<file path="src/rtl/fpga_cfg_pkg.sv">
// Shared configuration-fabric definitions: loader state encoding, the default
// configuration word width and the fabric's total scan-chain length.
package fpga_cfg_pkg;

  // Loader FSM states; the encoding is visible on the loader's state_dbg port.
  typedef enum logic [1:0] {
    ST_IDLE = 2'd0,
    ST_LOAD = 2'd1,
    ST_DONE = 2'd2
  } cfg_state_e;

  // Width of one configuration word on the loader's input stream.
  localparam int CFG_WORD_WIDTH = 8;

  // Per-tile configuration bits contributed by each chained element.
  localparam int FABRIC_TILES  = 4;
  localparam int CLB_CFG_BITS  = 10;
  localparam int CB_CFG_BITS   = 2;
  localparam int SB_CFG_BITS   = 4;

  // Total scan-chain length; also consumed by the fabric top.
  localparam int FABRIC_CHAIN_LENGTH =
    FABRIC_TILES * (CLB_CFG_BITS + CB_CFG_BITS + SB_CFG_BITS);

endpackage

</file>
<file path="src/rtl/cfg_word_shifter.sv">
// Two-entry word buffer feeding the scan chain: a holding register in front
// of a right-shifting serializer. A word carries its own count of valid bits
// so a truncated last word simply runs out early and its upper bits are never
// presented. The shifter advances every cycle it holds a valid bit.
module cfg_word_shifter
  import fpga_cfg_pkg::*;
#(
  parameter int  WORD_WIDTH = CFG_WORD_WIDTH,
  localparam int BW         = $clog2(WORD_WIDTH + 1)
) (
  input  logic                  clk,
  input  logic                  rst_n,
  input  logic                  clear,
  input  logic                  load,
  input  logic [WORD_WIDTH-1:0] load_data,
  input  logic [BW-1:0]         load_bits,
  output logic                  shift_bit,
  output logic                  shift_valid,
  output logic                  hold_full_nxt
);

  logic [WORD_WIDTH-1:0] sh_data_q, sh_data_d;
  logic [BW-1:0]         sh_cnt_q, sh_cnt_d;
  logic [WORD_WIDTH-1:0] hold_data_q, hold_data_d;
  logic [BW-1:0]         hold_cnt_q, hold_cnt_d;
  logic                  hold_full_q, hold_full_d;
  logic                  sh_valid_q;
  logic                  sh_free;

  // The shifter can take a new word when empty or on its final valid bit.
  assign sh_free = (sh_cnt_q == '0) || (sh_cnt_q == BW'(1));

  // Next-state of buffer: shift, then refill from holding register or input.
  always_comb begin
    sh_data_d   = sh_data_q;
    sh_cnt_d    = sh_cnt_q;
    hold_data_d = hold_data_q;
    hold_cnt_d  = hold_cnt_q;
    hold_full_d = hold_full_q;
    if (clear) begin
      sh_data_d   = '0;
      sh_cnt_d    = '0;
      hold_data_d = '0;
      hold_cnt_d  = '0;
      hold_full_d = 1'b0;
    end else begin
      if (sh_cnt_q != '0) begin
        sh_data_d = sh_data_q >> 1;
        sh_cnt_d  = sh_cnt_q - BW'(1);
      end
      if (sh_free) begin
        // A buffered word always has priority; the loader never offers a new
        // word while the holding register is occupied.
        if (hold_full_q) begin
          sh_data_d   = hold_data_q;
          sh_cnt_d    = hold_cnt_q;
          hold_full_d = 1'b0;
        end else if (load) begin
          sh_data_d = load_data;
          sh_cnt_d  = load_bits;
        end
      end else if (load) begin
        hold_data_d = load_data;
        hold_cnt_d  = load_bits;
        hold_full_d = 1'b1;
      end
    end
  end

  // Buffer registers; shift_valid is its own flop so the enable is glitch-free.
  always_ff @(posedge clk or negedge rst_n) begin
    if (!rst_n) begin
      sh_data_q   <= '0;
      sh_cnt_q    <= '0;
      hold_data_q <= '0;
      hold_cnt_q  <= '0;
      hold_full_q <= 1'b0;
      sh_valid_q  <= 1'b0;
    end else begin
      sh_data_q   <= sh_data_d;
      sh_cnt_q    <= sh_cnt_d;
      hold_data_q <= hold_data_d;
      hold_cnt_q  <= hold_cnt_d;
      hold_full_q <= hold_full_d;
      sh_valid_q  <= (sh_cnt_d != '0);
    end
  end

  assign shift_bit     = sh_data_q[0];
  assign shift_valid   = sh_valid_q;
  assign hold_full_nxt = hold_full_d;

endmodule

</file>
<file path="src/rtl/cfg_scan_loader.sv">
// Configuration bitstream loader in front of the fabric scan chain. Words are
// serialized LSB-first; exactly CHAIN_LENGTH enables are issued per load, so
// the first bit shifted lands in the chain element farthest from the loader.
//
// Handshake: a word transfers on a rising edge where in_valid and in_ready are
// both high. in_ready is a registered output that never depends on in_valid;
// the source may hold in_valid/in_data indefinitely and must keep them stable
// until the transfer edge. Words offered outside a load, or beyond the last
// needed bit, are simply left unaccepted.
module cfg_scan_loader
  import fpga_cfg_pkg::*;
#(
  parameter int  WORD_WIDTH   = CFG_WORD_WIDTH,
  parameter int  CHAIN_LENGTH = FABRIC_CHAIN_LENGTH,
  localparam int CNT_WIDTH    = $clog2(CHAIN_LENGTH + 1)
) (
  input  logic                  scan_clk,
  input  logic                  scan_rst_n,
  input  logic                  start,
  input  logic [WORD_WIDTH-1:0] in_data,
  input  logic                  in_valid,
  output logic                  in_ready,
  output logic                  chain_scan_in,
  output logic                  chain_scan_en,
  output logic                  busy,
  output logic                  done,
  output logic [CNT_WIDTH-1:0]  bits_left,
  output cfg_state_e            state_dbg
);

  localparam int BW = $clog2(WORD_WIDTH + 1);
  localparam int AW = (CNT_WIDTH > BW) ? CNT_WIDTH : BW;
  localparam logic [CNT_WIDTH-1:0] CHAIN_CNT = CNT_WIDTH'(CHAIN_LENGTH);

  cfg_state_e           state_q, state_d;
  logic [CNT_WIDTH-1:0] bits_left_q, bits_left_d;
  logic [CNT_WIDTH-1:0] acc_q, acc_d;
  logic                 in_ready_q, in_ready_d;
  logic                 start_take;
  logic                 accept;
  logic                 shift_bit;
  logic                 shift_valid;
  logic                 hold_full_nxt;
  logic [AW-1:0]        rem_w;
  logic [BW-1:0]        word_bits;

  assign start_take = start && (state_q != ST_LOAD);
  assign accept     = in_valid && in_ready_q;

  // FSM state register.
  always_ff @(posedge scan_clk or negedge scan_rst_n) begin
    if (!scan_rst_n) state_q <= ST_IDLE;
    else             state_q <= state_d;
  end

  // FSM next state: the load ends on the cycle that presents the final bit.
  always_comb begin
    state_d = state_q;
    case (state_q)
      ST_IDLE: if (start) state_d = ST_LOAD;
      ST_LOAD: if (shift_valid && (bits_left_q == CNT_WIDTH'(1))) state_d = ST_DONE;
      ST_DONE: if (start) state_d = ST_LOAD;
      default: state_d = ST_IDLE;
    endcase
  end

  // FSM outputs: status decoded from state, datapath outputs straight from flops.
  always_comb begin
    busy          = (state_q == ST_LOAD);
    done          = (state_q == ST_DONE);
    in_ready      = in_ready_q;
    chain_scan_en = shift_valid;
    chain_scan_in = shift_bit;
    bits_left     = bits_left_q;
    state_dbg     = state_q;
  end

  // Counters: accepted-bit budget (capped at the chain length) and bits left.
  always_comb begin
    rem_w       = AW'(CHAIN_CNT - acc_q);
    word_bits   = (rem_w >= AW'(WORD_WIDTH)) ? BW'(WORD_WIDTH) : BW'(rem_w);
    acc_d       = acc_q;
    bits_left_d = bits_left_q;
    if (start_take) begin
      acc_d       = '0;
      bits_left_d = CHAIN_CNT;
    end else begin
      if (accept) acc_d = acc_q + CNT_WIDTH'(word_bits);
      if ((state_q == ST_LOAD) && shift_valid) bits_left_d = bits_left_q - CNT_WIDTH'(1);
    end
    // Registered ready: computed from next-cycle state so it is exact.
    in_ready_d = (state_d == ST_LOAD) && !hold_full_nxt && (acc_d < CHAIN_CNT);
  end

  // Counter and ready registers.
  always_ff @(posedge scan_clk or negedge scan_rst_n) begin
    if (!scan_rst_n) begin
      bits_left_q <= '0;
      acc_q       <= '0;
      in_ready_q  <= 1'b0;
    end else begin
      bits_left_q <= bits_left_d;
      acc_q       <= acc_d;
      in_ready_q  <= in_ready_d;
    end
  end

  cfg_word_shifter #(
    .WORD_WIDTH (WORD_WIDTH)
  ) u_shifter (
    .clk           (scan_clk),
    .rst_n         (scan_rst_n),
    .clear         (start_take),
    .load          (accept),
    .load_data     (in_data),
    .load_bits     (word_bits),
    .shift_bit     (shift_bit),
    .shift_valid   (shift_valid),
    .hold_full_nxt (hold_full_nxt)
  );

endmodule

</file>
<file path="config.mk">
export PLATFORM = sky130hd
export DESIGN_NAME = cfg_scan_loader
export DESIGN_NICKNAME = d
export VERILOG_FILES = /design/src/rtl/fpga_cfg_pkg.sv /design/src/rtl/cfg_word_shifter.sv /design/src/rtl/cfg_scan_loader.sv
export SDC_FILE = /design/constraint.sdc
export NUM_CORES = 1
export LEC_CHECK = 0
export ABC_AREA = 1
export BUFFER_PORTS_ARGS = -buffer_cell sky130_fd_sc_hd__buf_2
export CORE_MARGIN = 2
export CORE_UTILIZATION = 46
export DETAILED_ROUTE_END_ITERATION = 6
export PLACE_DENSITY = 0.67
export SYNTH_ARGS = -nofsm -noshare
export SYNTH_HDL_FRONTEND = slang
export SYNTH_SLANG_ARGS = --single-unit
export TNS_END_PERCENT = 5
</file>
<file path="constraint.sdc">
create_clock -name scan_clk -period 2.5 [get_ports scan_clk]
set_clock_uncertainty 0.2 [all_clocks]
set_input_delay 0.375 -clock scan_clk [delete_from_list [all_inputs] [get_ports scan_clk]]
set_output_delay 0.375 -clock scan_clk [all_outputs]
set_load 0.01 [all_outputs]
</file>
; ---- Yosys cells after proc, flatten, opt, wreduce, memory -nomap -nowiden
; Cells that the tools add are included.
[totals]
word_cells = 66
register_bits = 43
output_inout_bits = 14
input_bits = 12
[op_classes]
reduce_logical = 16
addsub = 4
eq_ne = 7
magnitude_cmp = 2
n_mux = 27
[op_table]
columns = operator, count
row1 = 2-to-1 mux 8 bit, 8
row2 = 2-to-1 mux 4 bit, 9
row3 = 2-to-1 mux 7 bit, 4
row4 = nonzero test 4 bit, 2
row5 = adder 7 x 4 -> 7 bit, 1
row6 = == test 7 x 1 -> 1 bit (second input constant), 1
row7 = >= comparator 7 x 4 -> 1 bit (second input constant), 1
row8 = less-than comparator 7 bit (second input constant), 1
row9 = subtractor 7 x 1 -> 7 bit (second input constant), 1
row10 = subtractor 7 bit (first input constant), 1
row11 = logical AND 1 bit, 6
row12 = == test 2 x 1 -> 1 bit (second input constant), 2
row13 = == test 4 x 1 -> 1 bit (second input constant), 1
row14 = logical NOT 4 bit, 1
row15 = 2-to-1 mux 2 bit, 2
row16 = one-hot mux 2 bit (2 select lines), 1
row17 = nonzero test 2 bit, 2
row18 = subtractor 4 x 1 -> 4 bit (second input constant), 1
row19 = 2-to-1 mux 1 bit, 3
row20 = == test 2 bit (second input constant), 1
row21 = logical NOT 2 bit, 1
row22 = inequality test 2 x 1 -> 1 bit (second input constant), 1
row23 = inequality test 2 bit (second input constant), 1
row24 = AND reduction 2 bit, 1
row25 = other kinds (3), 3

; ---- Logic depth before layout (Yosys ltp)
[logic_depth]
depth_word = 8
ltp_mapped = 16
mapped_depth_nobuf = 16

; ---- Hierarchy
; From an unflattened synthesis, not the netlist that was laid out.
[unflattened]
cells_unflattened = 314
area_unflattened_um2 = 2652.5
[modules_own_cells]
columns = module, area_per_inst_um2, n_inst, seq_area_each_um2, cells_each
row1 = cfg_word_shifter, 1542.7, 1, 650.6, 174
row2 = cfg_scan_loader, 1109.8, 1, 425.4, 140

; ---- Least setup slack after synthesis
; No wires, ideal clock.
[synth_path]
path_type = reg-to-reg
start = register acc_q[1]
end = register in_ready_q, in the netlist in_ready
required_ns = 2.212
setup_slack_ns = 0.037
setup_time_ns = 0.088
t_arrival_ns = 2.174
n_path_buf = 0
stages_incl_launch_ff = 16
period_less_slack_ns = 2.463
path_cell_list = dfrtp_1 > inv_1 > ha_1 > nand3_1 > nor2_1 > nor2_1 > nor2_2 > nand3_1 > inv_1 > ha_1 > nand3_1 > a31oi_1 > nand2_1 > o21ai_0 > a21oi_1 > nor3b_1
[synth_between]
elab_chain_cells = 8
[synth_lines]
columns = item, line
row1 = start: declaration, cfg_scan_loader.sv:37  ; logic [CNT_WIDTH-1:0] acc_q, acc_d;
row2 = start signal: assignment, cfg_scan_loader.sv:99  ; acc_q <= '0;
row3 = start signal: assignment, cfg_scan_loader.sv:103  ; acc_q <= acc_d;
row4 = subtractor 7 bit, cfg_scan_loader.sv:80  ; rem_w = AW'(CHAIN_CNT - acc_q);
row5 = >= comparator 7 x 4 -> 1 bit, cfg_scan_loader.sv:81  ; word_bits = (rem_w >= AW'(WORD_WIDTH)) ? BW'(WORD_WIDTH) : BW'(rem_w);
row6 = 2-to-1 mux 4 bit, cfg_scan_loader.sv:81
row7 = adder 7 x 4 -> 7 bit (*), cfg_scan_loader.sv:88  ; if (accept) acc_d = acc_q + CNT_WIDTH'(word_bits);
row8 = 2-to-1 mux 7 bit (*), cfg_scan_loader.sv:88
row9 = 2-to-1 mux 7 bit (*), cfg_scan_loader.sv:84  ; if (start_take) begin
row10 = named net acc_d[6], cfg_scan_loader.sv:37
row11 = less-than comparator 7 bit (*), cfg_scan_loader.sv:92  ; in_ready_d = (state_d == ST_LOAD) && !hold_full_nxt && (acc_d < CHAIN_CNT);
row12 = logical AND 1 bit (*), cfg_scan_loader.sv:92
row13 = named net in_ready_d, cfg_scan_loader.sv:38  ; logic in_ready_q, in_ready_d;
row14 = end signal: assignment, cfg_scan_loader.sv:104  ; in_ready_q <= in_ready_d;
row15 = end: declaration, cfg_scan_loader.sv:38
; The timed path passes the listed nets; every way through them passes the cells marked *.
; A chain may end at the register's enable or synchronous reset.

; ---- Worst setup path after layout
; Same ends and word-level chain as after synthesis.

==> flow_metrics.tcl <==
set metrics [dict create \
    cp-end-kind "flop" \
    grt_pass1_wl_um 9540 \
    synth_seq_cells 43 \
    intPower_mw 1.96 \
    wl_per_cell_um 13.2 \
    fin_util 0.594 \
    placed_cell_area_mm2 0.00281 \
    io_buffers 25 \
    final_layout_size_suffix_gt1_frac 0.302 \
    syn2layout_area_growth_pct 22.3 \
    final_area_mm2 0.00309 \
    met3_length_um 115 \
    worstPathRequired_ns 2.52 \
    h-tree-depth 2 \
    p_sw_mw 1.75 \
    viasPerCell 5.10 \
    drt-total-wl_um 5650 \
    status "complete, no violations" \
    worst_path_largest_cell_delay_ns 0.40 \
    syn_area_per_cell_um2 8.10 \
    pwr-share-clk 0.115 \
    ant_nets 0 \
    synth_cell_type_count 38 \
    fp.dieH_um 78.1 \
    r2r_slack_ns 0.06 \
    p_seq_frac 0.314 \
    slew_headroom 0.650 \
    fin_nets 378 \
    async_flop_share 1.00 \
    critPathLaunchType "flop" \
    synth_edf_count 0 \
    mappedNetlistNets 333 \
    finalCriticalPeriod_ns 2.44 \
    cts_buffer_depth 2 \
    grt-ovfl-total 0 \
    num_rows 26 \
    wl_met1_um 2710 \
    root_buffer "clkbuf_8" \
    routed-wl-met2_um 2760 \
    period_share 0.975 \
    setup.worst_path.class "flop to flop" \
    path_max_fanout 3 \
    p_comb_frac 0.571 \
    rsz0062_at_grt "yes" \
    grt_max_degree 44 \
    cts_tree "done" \
    nFillCells 493 \
    die_area_mm2 0.00610 \
    finalSetupViolCount 0 \
    setup-tns-final_ns 0 \
    drt_first_iter_violations 135 \
    netlist_instances 312 \
    worst_slew_pin_slew_ns 0.520 \
    ir_drop_v 0.000545 \
    cts_made_buffers 5 \
    ys.flop_type "dfrtp_1" \
    vias 2183 \
    clk_pin_slew_ns 0.08 \
    power_density_mw_per_mm2 1200 \
    ys_warn_count 0 \
    io_pins 26 \
    crit_chain "inv_2 -> ha_4 -> nand3_4 -> nor2_2 -> nor2_2 -> nor2_4 -> nand3_2 -> inv_2 -> fa_2 -> nand3_4 -> a31oi_4 -> nand2_2 -> o21ai_2 -> a21oi_2 -> nor3b_2" \
    gp_congestion 0.889 \
    drtPass1Iterations 4 \
    slowest_stage "dfrtp_1" \
    drc 0 \
    dr.max_layer_used "met4" \
    clock-sinks 43 \
    critPathArrivalTime_ns 2.46 \
    maxSlewViolCount 0 \
    fp.dieW_um 78.1 \
    maxCapViolCount 0 \
    netlist_area_mm2 0.00253 \
    dp_hpwl_um 4070 \
    yosysSeqAreaShare 0.426 \
    grt_usage 0.196 \
    hold_class "input pin to flop" \
    diodes 0 \
    clock_latency_ns 0.29 \
    antenna_found_initial 0 \
    swShare 0.472 \
    max_freq_mhz 410 \
    grt_pass1_vias 2102 \
    start_util 0.485 \
    core_mm2 0.00520 \
    p_leak_nw 1.56 \
    hold_viol 0 \
]
[kinds of logic after synthesis]
logic type,after synthesis,synth area share
XOR/XNOR,2,0.00694
AO/OA/AOI/OAI,72,0.169
AND/OR/NAND/NOR,120,0.245
adder cells (fa/ha/maj),9,0.0476
buffers and inverters,66,0.105
flip-flops,43,0.426
[registers in the layout, indices dropped and copies added, names as in the netlist]
| register | flops |
|---|---|
| u_shifter.hold_data_q | 8 |
| u_shifter.sh_data_q | 8 |
| acc_q | 7 |
| bits_left | 7 |
| u_shifter.hold_cnt_q | 4 |
| u_shifter.sh_cnt_q | 4 |
| state_dbg | 2 |
| in_ready | 1 |
| u_shifter.hold_full_q | 1 |
| u_shifter.shift_valid | 1 |
[worst max-delay path, delay by kind of cell, from the launching register on]
kind | cells | cell delay, ns
adders and majority gates | 2 | 0.39
and+or+nand+nor | 8 | 0.84
DFF | 1 | 0.40
AOI/OAI and AO/OA | 3 | 0.37
buffers and inverters | 2 | 0.17
[power by group through the flow]
stage | combinational [mW] | sequential, mW | clock (mW)
2_1_floorplan | 1.44 | 1.18 | 0
3_3_place_gp | 1.90 | 1.16 | 0
3_5_place_dp | 1.94 | 1.17 | 0
4_1_cts | 1.96 | 1.16 | 0.437
5_1_grt | 2.39 | 1.21 | 0.471
6_report | 2.12 | 1.17 | 0.426
[cells in the mapped netlist (2+ instances only)]
library cell | instances | area (um2)
ha_1 | 8 | 100
nand2_1 | 61 | 229
nand3_1 | 14 | 70.1
o31ai_1 | 2 | 15.0
nor2_8 | 2 | 40.0
a21oi_1 | 13 | 65.1
dfrtp_1 | 43 | 1080
o21ai_0 | 23 | 115
nand4_2 | 2 | 25.0
o22ai_1 | 17 | 106
nor4_1 | 2 | 12.5
nor3_1 | 4 | 20.0
inv_2 | 6 | 22.5
a21oi_2 | 2 | 17.5
nor2_4 | 7 | 78.8
inv_4 | 2 | 12.5
nand2_2 | 6 | 37.5
o211ai_1 | 2 | 15.0
inv_1 | 54 | 203
nor3b_1 | 2 | 15.0
buf_2 | 2 | 10.0
nand4_1 | 2 | 12.5
nor2_1 | 16 | 60.1
o21ai_1 | 6 | 30.0
[cell type report]
class / count / area, um2 / share of cell area
clock buffers: 7 / 76.3 / 0.0247
clock inverters: 1 / 5.00 / 0.00162
inverters: 62 / 238 / 0.0770
multi-input cells: 203 / 1330 / 0.431
flip-flops and latches: 43 / 1080 / 0.349
well taps: 70 / 87.6 / 0.0284
repair buffers: 42 / 272 / 0.0879
[per-layer routing]
layer | global-route usage | up-vias
li1 | - | 1111
met1 | 0.254 | 1044
met2 | 0.341 | 22
met3 | 0.0356 | 6
met4 | 0.0474 | 0
met5 | 0 | -
[through the flow]
stage          hold WS (ns)  power, mW  setup slack (ns)  instances
2_1_floorplan        -0.121       2.62            0.0373        312
3_3_place_gp          0.167       3.07            0.0677        415
3_5_place_dp          0.170       3.11           -0.0449        415
4_1_cts              0.0540       3.55            0.0188        425
5_1_grt              0.0662       4.07           -0.0813        428
6_report             0.0624       3.71            0.0618        428
[path summary, 6_finish.rpt]
kind / start / end / cells past startpoint
setup / recovery: acc_q[1] / in_ready / 15
hold / removal: start / state_dbg[1] / 2
setup reg to reg: acc_q[1] / in_ready / 15
hold reg to reg: bits_left[6] / bits_left[6] / 1
max in group asynchronous: scan_rst_n / acc_q[4] / 3
min in group asynchronous: scan_rst_n / u_shifter.hold_data_q[3] / 3
[placed cells by master, fill, tap and decap left out, types with 3 or more instances in the layout]
| cell type | count |
|---|---|
| nor2_4 | 8 |
| nand3_1 | 8 |
| o22ai_1 | 17 |
| nand3_2 | 4 |
| inv_2 | 10 |
| o21ai_1 | 7 |
| a21oi_2 | 6 |
| a21oi_1 | 9 |
| nand2_1 | 57 |
| inv_1 | 50 |
| buf_2 | 25 |
| ha_4 | 3 |
| buf_4 | 14 |
| nand2_2 | 10 |
| ha_1 | 5 |
| dfrtp_1 | 41 |
| clkbuf_8 | 5 |
| nor3_1 | 3 |
| nor2_1 | 14 |
| o21ai_0 | 21 |
[timing repair]
item                                    in CTS  in global routing
hold endpoints to repair                    43                  0
pin swaps                                    1                 16
hold buffers                                 1                  0
gates resized for setup                      4                 34
buffers inserted                             1                  3
endpoints found under the setup margin       1                  4
Note: power is estimated with default switching activity, not from simulation.
